**config.mk**
```make
export PLATFORM = sky130hd
export DESIGN_NAME = tinyqv_fetch_buffer
export DESIGN_NICKNAME = d
export VERILOG_FILES = /design/src/rtl/tinyqv_fetch_pkg.sv /design/src/rtl/tinyqv_fetch_buffer_checker.sv /design/src/rtl/tinyqv_hw_ring.sv /design/src/rtl/tinyqv_fetch_buffer.sv
export SDC_FILE = /design/constraint.sdc
export NUM_CORES = 1
export LEC_CHECK = 0
export CORE_AREA = 2 2 100 102
export CTS_BUF_LIST = sky130_fd_sc_hd__clkbuf_2
export CTS_CLUSTER_SIZE = 8
export DETAILED_ROUTE_END_ITERATION = 12
export DIE_AREA = 0 0 102 104
export DONT_BUFFER_PORTS = 1
export PLACE_DENSITY_LB_ADDON = 0.08
export SYNTH_ARGS = -nofsm -noshare
export SYNTH_HDL_FRONTEND = slang
export SYNTH_SLANG_ARGS = --single-unit
```
**constraint.sdc**
```tcl
create_clock -name clk -period 3.78 [get_ports clk]
set_clock_uncertainty 0.2 [all_clocks]
set_input_delay 0.567 -clock clk [delete_from_list [all_inputs] [get_ports clk]]
set_output_delay 0.567 -clock clk [all_outputs]
set_load 0.02 [all_outputs]
```
**src/rtl/tinyqv_fetch_pkg.sv**
```systemverilog
// tinyqv_fetch_pkg
// Shared types and constants for the instruction prefetch buffer.
//   fetch_state_e : prefetch FSM states (FETCH, STREAM, WAIT)
//   halfword_t    : one 16-bit instruction parcel
//   LEN32_CODE    : low two bits that mark a 32-bit instruction
//   LEN_16/LEN_32 : instruction length encodings, in halfwords
//   decode_len()  : instruction length taken from its first halfword
package tinyqv_fetch_pkg;

    typedef enum logic [1:0] {
        FETCH  = 2'd0,
        STREAM = 2'd1,
        WAIT   = 2'd2
    } fetch_state_e;

    typedef logic [15:0] halfword_t;

    localparam logic [1:0] LEN32_CODE = 2'b11;
    localparam logic [1:0] LEN_16     = 2'b01;
    localparam logic [1:0] LEN_32     = 2'b10;

    // Any first halfword whose low bits are not 2'b11 is a compressed instruction.
    function automatic logic [1:0] decode_len(input halfword_t hw);
        logic [1:0] len;
        if (hw[1:0] == LEN32_CODE) begin
            len = LEN_32;
        end else begin
            len = LEN_16;
        end
        return len;
    endfunction

endpackage

```
**src/rtl/tinyqv_fetch_buffer_checker.sv**
```systemverilog
// tinyqv_fetch_buffer_checker
// Simulation-only protocol checks for tinyqv_fetch_buffer.
// Ports: clk, rst, instr_complete, instr_valid, fetch_stop (all observed only).
module tinyqv_fetch_buffer_checker (
    input logic clk,
    input logic rst,
    input logic instr_complete,
    input logic instr_valid,
    input logic fetch_stop
);

    // The consumer may only pop an instruction that is being presented.
    a_pop_needs_valid: assert property (
        @(posedge clk) disable iff (rst) instr_complete |-> instr_valid
    );

    // fetch_stop is a single-cycle pulse.
    a_stop_is_pulse: assert property (
        @(posedge clk) disable iff (rst) fetch_stop |=> !fetch_stop
    );

endmodule

```
**src/rtl/tinyqv_hw_ring.sv**
```systemverilog
// tinyqv_hw_ring
// DEPTH_HW x 16-bit halfword ring storage for the prefetch buffer.
// Ports:
//   clk, rst          : clock, synchronous active-high reset
//   push              : write wr_data into slot wr_ptr
//   wr_ptr, wr_data   : write slot and halfword
//   rd_ptr            : read slot of the oldest buffered halfword
//   rd_lo, rd_hi      : hw[rd_ptr] and hw[rd_ptr+1] (index wraps)
module tinyqv_hw_ring
    import tinyqv_fetch_pkg::*;
#(
    parameter int DEPTH_HW = 4,
    parameter int PTR_W    = $clog2(DEPTH_HW)
) (
    input  logic             clk,
    input  logic             rst,
    input  logic             push,
    input  logic [PTR_W-1:0] wr_ptr,
    input  halfword_t        wr_data,
    input  logic [PTR_W-1:0] rd_ptr,
    output halfword_t        rd_lo,
    output halfword_t        rd_hi
);

    halfword_t        mem_r [DEPTH_HW];
    logic [PTR_W-1:0] rd_next_s;

    // Second read slot wraps naturally because the pointer is PTR_W bits wide.
    assign rd_next_s = rd_ptr + PTR_W'(1'b1);
    assign rd_lo     = mem_r[rd_ptr];
    assign rd_hi     = mem_r[rd_next_s];

    // Halfword storage write port.
    always_ff @(posedge clk) begin
        if (rst) begin
            for (int i = 0; i < DEPTH_HW; i++) begin
                mem_r[i] <= 16'h0000;
            end
        end else if (push) begin
            mem_r[wr_ptr] <= wr_data;
        end
    end

endmodule

```
**src/rtl/tinyqv_fetch_buffer.sv**
```systemverilog
// tinyqv_fetch_buffer
// Instruction prefetch stage: streams halfwords from the memory controller
// into a small ring and presents a halfword-aligned 32-bit instruction word.
// Configuration macro: TINYQV_FETCH_RVC_EN enables 16-bit (RVC) instructions;
// without it every instruction is 32 bits and branch targets are word aligned.
// Ports:
//   clk, rst          : clock, synchronous active-high reset
//   fetch_req/_addr   : ask memory to stream from fetch_addr
//   fetch_started     : memory accepted fetch_req
//   data_in/_valid    : streamed halfword (never on consecutive cycles)
//   fetch_stop        : one-cycle pulse ending the current stream
//   instr, pc, instr_len, instr_valid : presented instruction
//   instr_complete    : pop the presented instruction
//   branch/_addr      : flush and redirect fetch
module tinyqv_fetch_buffer
    import tinyqv_fetch_pkg::*;
#(
    parameter int                     DEPTH_HW   = 4,
    parameter int                     ADDR_W     = 24,
    parameter logic [ADDR_W-1:0]      RESET_ADDR = 24'h000000
) (
    input  logic              clk,
    input  logic              rst,
    output logic              fetch_req,
    output logic [ADDR_W-1:0] fetch_addr,
    input  logic              fetch_started,
    input  logic [15:0]       data_in,
    input  logic              data_valid,
    output logic              fetch_stop,
    output logic [31:0]       instr,
    output logic [ADDR_W-1:0] pc,
    output logic [1:0]        instr_len,
    output logic              instr_valid,
    input  logic              instr_complete,
    input  logic              branch,
    input  logic [ADDR_W-1:0] branch_addr
);

    localparam int PTR_W = $clog2(DEPTH_HW);
    localparam int CNT_W = $clog2(DEPTH_HW) + 1;

`ifdef TINYQV_FETCH_RVC_EN
    localparam logic [ADDR_W-1:0] BR_MASK = {{(ADDR_W-1){1'b1}}, 1'b0};
`else
    localparam logic [ADDR_W-1:0] BR_MASK = {{(ADDR_W-2){1'b1}}, 2'b00};
`endif

    fetch_state_e      state_r;
    logic              fetch_req_r;
    logic              fetch_stop_r;
    logic [ADDR_W-1:0] fetch_addr_r;
    logic [ADDR_W-1:0] pc_r;
    logic [CNT_W-1:0]  count_r;
    logic [PTR_W-1:0]  rd_r;
    logic [PTR_W-1:0]  wr_r;

    halfword_t         hw_lo_s;
    halfword_t         hw_hi_s;
    logic [1:0]        len_s;
    logic              valid_s;
    logic              push_s;
    logic              pop_s;
    logic [CNT_W-1:0]  next_count_s;
    logic [ADDR_W-1:0] branch_target_s;
    logic [ADDR_W-1:0] resume_addr_s;

    tinyqv_hw_ring #(
        .DEPTH_HW (DEPTH_HW),
        .PTR_W    (PTR_W)
    ) u_ring (
        .clk     (clk),
        .rst     (rst),
        .push    (push_s),
        .wr_ptr  (wr_r),
        .wr_data (data_in),
        .rd_ptr  (rd_r),
        .rd_lo   (hw_lo_s),
        .rd_hi   (hw_hi_s)
    );

    tinyqv_fetch_buffer_checker u_checker (
        .clk            (clk),
        .rst            (rst),
        .instr_complete (instr_complete),
        .instr_valid    (instr_valid),
        .fetch_stop     (fetch_stop)
    );

    // Instruction length and presentation validity from the oldest halfword.
    always_comb begin
        len_s   = LEN_32;
        valid_s = 1'b0;
`ifdef TINYQV_FETCH_RVC_EN
        len_s = decode_len(hw_lo_s);
        if (count_r >= CNT_W'(2'd2)) begin
            valid_s = 1'b1;
        end else if ((count_r == CNT_W'(1'b1)) && (len_s == LEN_16)) begin
            valid_s = 1'b1;
        end else begin
            valid_s = 1'b0;
        end
`else
        if (count_r >= CNT_W'(2'd2)) begin
            valid_s = 1'b1;
        end else begin
            valid_s = 1'b0;
        end
`endif
    end

    // Push/pop qualification; branch discards both the data and the pop.
    always_comb begin
        push_s       = data_valid && (state_r == STREAM) && !branch;
        pop_s        = instr_complete && valid_s && !branch;
        next_count_s = count_r + CNT_W'(push_s);
        if (pop_s) begin
            next_count_s = count_r + CNT_W'(push_s) - CNT_W'(len_s);
        end else begin
            next_count_s = count_r + CNT_W'(push_s);
        end
        branch_target_s = branch_addr & BR_MASK;
        // Address just past the last buffered halfword; invariant under pops.
        resume_addr_s   = pc_r + ADDR_W'({count_r, 1'b0});
    end

    // Fetch FSM, occupancy, ring pointers and address registers.
    always_ff @(posedge clk) begin
        if (rst) begin
            state_r      <= FETCH;
            fetch_req_r  <= 1'b0;
            fetch_stop_r <= 1'b0;
            fetch_addr_r <= RESET_ADDR;
            pc_r         <= RESET_ADDR;
            count_r      <= '0;
            rd_r         <= '0;
            wr_r         <= '0;
        end else begin
            fetch_stop_r <= 1'b0;
            if (branch) begin
                count_r      <= '0;
                rd_r         <= '0;
                wr_r         <= '0;
                pc_r         <= branch_target_s;
                fetch_addr_r <= branch_target_s;
                case (state_r)
                    // Drop the request for a cycle; WAIT re-issues it at the new address.
                    // If memory accepted the old request this same cycle, end that stream.
                    FETCH: begin
                        fetch_req_r  <= 1'b0;
                        fetch_stop_r <= fetch_started;
                        state_r      <= WAIT;
                    end
                    STREAM: begin
                        fetch_req_r  <= 1'b0;
                        fetch_stop_r <= 1'b1;
                        state_r      <= WAIT;
                    end
                    WAIT: begin
                        fetch_req_r <= 1'b1;
                        state_r     <= FETCH;
                    end
                    default: begin
                        fetch_req_r <= 1'b0;
                        state_r     <= FETCH;
                    end
                endcase
            end else begin
                count_r <= next_count_s;
                if (push_s) begin
                    wr_r <= wr_r + PTR_W'(1'b1);
                end
                if (pop_s) begin
                    rd_r <= rd_r + PTR_W'(len_s);
                    pc_r <= pc_r + ADDR_W'({len_s, 1'b0});
                end
                case (state_r)
                    FETCH: begin
                        if (fetch_started) begin
                            fetch_req_r <= 1'b0;
                            state_r     <= STREAM;
                        end else begin
                            fetch_req_r <= 1'b1;
                        end
                    end
                    STREAM: begin
                        fetch_req_r <= 1'b0;
                        if (next_count_s == CNT_W'(DEPTH_HW)) begin
                            fetch_stop_r <= 1'b1;
                            state_r      <= WAIT;
                        end
                    end
                    WAIT: begin
                        if (count_r <= CNT_W'(DEPTH_HW - 2)) begin
                            fetch_req_r  <= 1'b1;
                            fetch_addr_r <= resume_addr_s;
                            state_r      <= FETCH;
                        end else begin
                            fetch_req_r <= 1'b0;
                        end
                    end
                    default: begin
                        fetch_req_r <= 1'b0;
                        state_r     <= FETCH;
                    end
                endcase
            end
        end
    end

    assign fetch_req   = fetch_req_r;
    assign fetch_stop  = fetch_stop_r;
    assign fetch_addr  = fetch_addr_r;
    assign pc          = pc_r;
    assign instr       = {hw_hi_s, hw_lo_s};
    assign instr_len   = len_s;
    assign instr_valid = valid_s;

endmodule

```
# Yosys cells after proc, flatten, opt, wreduce, memory -nomap -nowiden
# Memories as Yosys holds them, arrays and structs flattened. A register that Yosys moved wholly into a read port is not among the register bits.
# Cells that the tools add are included.
# word_totals
regBits	59
ramBits	64
inputBits	46
output_inout_bits	85
elab_cells	73
n_memories	1
# classes
addsub	7
n_lt_le_gt_ge	2
n_eq_ne	6
mux	32
reduce_logical	15
# memory_table
name	depth	word_bits	rd	rd_ports_with_merged_regs	write_ports	line	rtl
u_ring.mem_r	4	16	2	1	4	tinyqv_hw_ring.sv:25	halfword_t mem_r [DEPTH_HW];
# ops
cell	count
two-way mux 24 bit	5
adder 24 x 3 -> 24 bit (second input constant)	1
adder 24 x 4 -> 24 bit	1
two-way mux 16 bit	1
two-way mux 2 bit	8
OR reduction 16 bit	1
two-way mux 1 bit	14
inequality test 3 bit (second input constant)	2
case mux 2 bit (3 select lines)	1
nonzero test 2 bit	3
adder 2 x 1 -> 2 bit (second input constant)	2
logical AND 1 bit	4
case mux 1 bit (2 select lines)	2
AND reduction 2 bit	2
OR reduction 2 bit	2
adder 3 x 1 -> 3 bit	1
equality test 3 bit (second input constant)	1
greater-or-equal comparator 3 x 2 -> 1 bit (second input constant)	1
less-or-equal comparator 3 x 2 -> 1 bit (second input constant)	1
two-way mux 3 bit	1
inequality test 3 x 2 -> 1 bit (second input constant)	1
AND reduction 3 bit	1
subtractor 3 x 2 -> 3 bit (second input constant)	1
adder 2 bit (second input constant)	1
other kinds (4)	4

# Longest topological paths before layout
# depth
depth_word	10
ltp_mapped	7
ltp_nobuf	6

# Modules after synthesis
# Synthesis repeated with hierarchy kept, for this count alone.
# hier_totals
cells_unflattened	565
area_unflattened_um2	6377.4
# by_module_without_submodules
module	n_inst	cells_each	area_each_um2	seq_area_each_um2
tinyqv_hw_ring	1	182	3241.9	1921.8
tinyqv_fetch_buffer	1	383	3135.5	1101.1

# Least setup slack after synthesis
# OpenSTA, ideal clock, no wires.
# synth_timing
path_kind	input to register
startpoint	input branch
endpoint	memory u_ring.mem_r[1][0] (netlist bit) (enable)
setup_time_ps	392
t_arrival_ps	2229
required_time_ps	3188
setup_slack_ps	959
cell_stages	4
path_buffers	1
path_cell_list	clkbuf_1 -> nor4bb_1 -> nand2_1 -> o21bai_1
# synth_lines
item	line	rtl
start: declaration	tinyqv_fetch_buffer.sv:35	input logic branch,
end: declaration	tinyqv_hw_ring.sv:25	

# Worst setup path in the final report
# layout_timing
startpoint	input branch
endpoint	register state_r[0]
# layout_between
elab_chain_len	8
elab_cells_between_ends	12
cone_classes	2 x add/sub; 4 x eq/ne; 2 x mux; 4 x reduce/logical
# layout_lines
item	line	rtl
logical NOT 1 bit *	tinyqv_fetch_buffer.sv:113	push_s = data_valid && (state_r == STREAM) && !branch;
logical AND 1 bit *	tinyqv_fetch_buffer.sv:113	
via push_s	tinyqv_fetch_buffer.sv:61	logic push_s;
adder 3 x 1 -> 3 bit *	tinyqv_fetch_buffer.sv:117, tinyqv_fetch_buffer.sv:119	
subtractor 3 x 2 -> 3 bit	tinyqv_fetch_buffer.sv:117	next_count_s = count_r + CNT_W'(push_s) - CNT_W'(len_s);
two-way mux 3 bit *	tinyqv_fetch_buffer.sv:116	if (pop_s) begin
equality test 3 bit *	tinyqv_fetch_buffer.sv:187	if (next_count_s == CNT_W'(DEPTH_HW)) begin
inequality test 3 x 2 -> 1 bit (no line) *	-	
AND reduction 3 bit (no line) *	-	
end signal: assignment	tinyqv_fetch_buffer.sv:129	state_r <= FETCH;
end signal: assignment	tinyqv_fetch_buffer.sv:189	state_r <= WAIT;
end signal: assignment	tinyqv_fetch_buffer.sv:196	state_r <= FETCH;
end: declaration	tinyqv_fetch_buffer.sv:48	fetch_state_e state_r;
# The timed path passes the listed nets; every way through them passes the cells marked *.
# A chain may end at the register's enable or synchronous reset.

==> results.md <==
* Status: finished, final reports clean
* DRC at 0
* CTS root buf: clkbuf_2
* Drt wl/cell at 19.1 um
* Clock buffer depth at 2
* Share of post-route cells with drive strength above 1 at 13.3%
* Gr usage total at 27.2%
* Crit share post-route at 81.1%
* Most frequent CP cell: ha_1
* Switch Pwr at 714 uW
* Nets@finish at 650
* #FFs+latches synth at 120
* Antenna Cells at 0
* Asr flop ratio synth at 0%
* Die Wd at 102 um
* Sw Ratio at 28.2%
* Final Hold Vio Count at 0
* CTS tree: yes
* Synth cell types at 58
* Vias at 4535
* CP required at 4110 ps
* CP Capture Type: flop
* Multi-input gate area at 2660 um2
* H-tree levels at 4
* HPWL after DPL at 8720 um
* # IOs at 131
* Mapped Avg Cell Area at 10.4 um2
* Largest stage delay, worst path at 640 ps
* Place WS at 791 ps
* CP Buf/Inv Count at 2
* Worst path cell trace: dlygate4sd3_1 > buf_12 > nor4bb_1 > ha_1 > ha_1 > o21a_1 > nor4_1 > a211oi_1
* P&R area growth vs syn at 12.6%
* Setup_tns at 0 ps
* CP max FO at 33
* Starting Density at 62.2%
* Max Slew Vio Count at 0
* PD cells at 379 nW/um2
* Post-CTS setup buffer count at 0
* Logic pwr share at 9.0%
* Initial DRC Count at 211
* Main synth FF type: edfxtp_1
* Row cnt at 36
* Num CTS Buffers at 17
* Flop pwr share at 60.0%
* Die Height at 104 um
* Worst vdd ir at 0.164 mV
* Clock Pin Slew Worst Setup and Hold Paths at 180 ps
* Vias in the first global route at 4516
* First-pass GRT wire length at 22500 um
* Slowest-stage cell, CP: nor4bb_1
* DRT antenna net count at 0
* Num Clock Sinks at 120
* Final setup violation count at 0
* Routed WL at 14200 um
* MaxCap Viol Count at 0
* DIE AREA at 10600 um2
* RSZ-0062 raised after global routing: false
* Pin count of the biggest net entering global routing at 57
* Hold-fix buffers at CTS at 48
* F_max at 0.326 GHz
* Relative slew slack at 39.5%
* Fillcell total at 769
* Top Family by Delay on Critical Path: simple AND/OR/NAND/NOR gates
* Seq/Total Area, Yosys at 51.2%
* Post-DR vias/cell at 6.10
* Total gr overflow at 0
* Register Area at 3040 um2
* Post-CTS Resized at 0
* Leakage power at 0.00242 uW
* Minimum clock period at 3070 ps
* Crit Path Class: in2reg
* Internal at 1820 uW
* Tightest Pin Transition at 906 ps
* Worst hold slack at 58.0 ps
* Initial antenna violation count at 0
* Post-Syn Area at 5940 um2
* Hold Path Class: in2reg
* CP arrival at 3400 ps
* I/O Buffers at 0
* DRT Pass-1 Iters at 5
* Post-synth EDFFs at 64
* Mapped Cells at 569
* Final WS setup at 714 ps
* Clock Power Share at 31.0%
* Startpoint Class: input pin
* Core Area at 9550 um2
* Yosys warnings at 0
* Worst-Skew Late Latency at 680 ps
* RePlAce Congestion at 0.855
power groups by stage:
| stage | Clock, uW | Sequential (uW) | Combinational (uW) |
|---|---|---|---|
| 2_1_floorplan | 0 | 1530 | 159 |
| 3_3_place_gp | 0 | 1550 | 159 |
| 3_5_place_dp | 0 | 1550 | 162 |
| 4_1_cts | 798 | 1520 | 227 |
| 5_1_grt | 849 | 1530 | 250 |
| 6_report | 786 | 1520 | 229 |
sequential cells by signal (all words and copies together) (netlist names), named ones only:
signal and cells:
wr_r 2, state_r 2, count_r 3, rd_r 1, fetch_stop 1, fetch_req 1, fetch_addr 23, pc 22
u_ring.mem_r 64
final cells by class:
cell class	instances	share of cell area (%)
sequential	120	45.5
clock inverter	14	1.98
timing repair buffer	56	8.38
tap	133	2.49
clock buffer	18	1.35
multi-input combinational	394	39.8
inverter	9	0.505
worst paths after layout:
check,from,endpoint,slack [ps],cells past startpoint
setup / recovery,branch,state_r[0],710,8
hold / removal,data_valid,wr_r[0],60,3
setup reg to reg,pc[7],pc[23],850,4
hold reg to reg,count_r[0],fetch_addr[1],340,2
cells in the final DEF, fill, tap and decap left out, drive strengths merged, types with 3 or more instances in the layout:
cell type    synthesis  final
dfxtp               56     56
or2                  5      5
nand4                8      8
inv                  9     10
o31a                 7      7
a31oi               14     14
or3                  5      5
mux2                32     32
nor2                30     30
ha                   5      5
dlygate4sd3          0     46
xnor2               12     12
buf                 14     10
o21ai               16     16
conb                 2      5
o21a                 7      7
nand3                9      9
nor4                10     10
or4                  9      9
edfxtp              64     64
o211ai              15     15
clkinv               0      9
a21o                 3      3
nor3                20     20
a21oi               18     18
nand2               27     27
clkbuf              35     18
a311oi               6      6
xor2                 7      7
a211oi               8      8
o22ai                5      5
and2                73     73
and4                 5      5
o21bai               3      3
layer usage:
| metal | share of wire, % | wire, um | global-route usage, % | up-vias |
|---|---|---|---|---|
| met5 | 0 | 0 | 0 | - |
| met4 | 2.2 | 318 | 11.2 | 0 |
| met3 | 6.6 | 932 | 7.19 | 28 |
| met2 | 51 | 7290 | 46.6 | 163 |
| met1 | 40 | 5690 | 32.1 | 2198 |
| li1 | - | - | - | 2146 |
synth_stat cells (3+ instances only):
| library cell | count | area share [%] |
|---|---|---|
| a211oi_1 | 8 | 1.0 |
| a21o_1 | 3 | 0.38 |
| a21oi_1 | 18 | 1.5 |
| a311oi_1 | 6 | 0.88 |
| a31oi_1 | 14 | 1.5 |
| and2_1 | 73 | 7.7 |
| and4_1 | 5 | 0.74 |
| buf_2 | 5 | 0.42 |
| buf_4 | 7 | 0.88 |
| clkbuf_1 | 34 | 2.1 |
| dfxtp_1 | 56 | 19 |
| edfxtp_1 | 64 | 32 |
| ha_1 | 5 | 1.1 |
| inv_1 | 9 | 0.57 |
| mux2_2 | 32 | 6.1 |
| nand2_1 | 27 | 1.7 |
| nand3_1 | 8 | 0.67 |
| nand4_1 | 7 | 0.74 |
| nor2_1 | 30 | 1.9 |
| nor3_1 | 20 | 1.7 |
| nor4_1 | 10 | 1.1 |
| o211ai_1 | 15 | 1.9 |
| o21a_1 | 7 | 0.88 |
| o21ai_0 | 16 | 1.3 |
| o21bai_1 | 3 | 0.38 |
| o22ai_1 | 5 | 0.53 |
| o31a_1 | 7 | 1.0 |
| or2_2 | 5 | 0.53 |
| or3_1 | 5 | 0.53 |
| or4_1 | 9 | 1.1 |
| xnor2_1 | 12 | 1.8 |
| xor2_1 | 7 | 1.0 |
through the flow:
| stage | std cells | util (%) | instance area, um2 | total power, uW |
|---|---|---|---|---|
| after detailed placement | 664 | 62.4 | 5960 | 1710 |
| after CTS | 744 | 70.0 | 6690 | 2550 |
| after global routing | 744 | 70.0 | 6690 | 2630 |
| final | 744 | 70.0 | 6690 | 2540 |
| after global placement | 664 | 62.4 | 5960 | 1700 |
| after floorplan | 572 | - | 5950 | 1680 |
cell families after synthesis:
kind of cell / share of synthesized area (%)
DFF: 51.2
AOI/OAI and AO/OA: 13.5
xor gates and xnor gates: 2.80
and+or+nand+nor: 20.4
adders and majority gates: 1.39
other: 0.126
buffers and inverters: 4.23
muxes: 6.24
worst min-delay path: stages:
cell and delay [ps]:
nor4bb_1 170, xnor2_1 140, nor2_1 40
(Power assumes the default switching activity.)
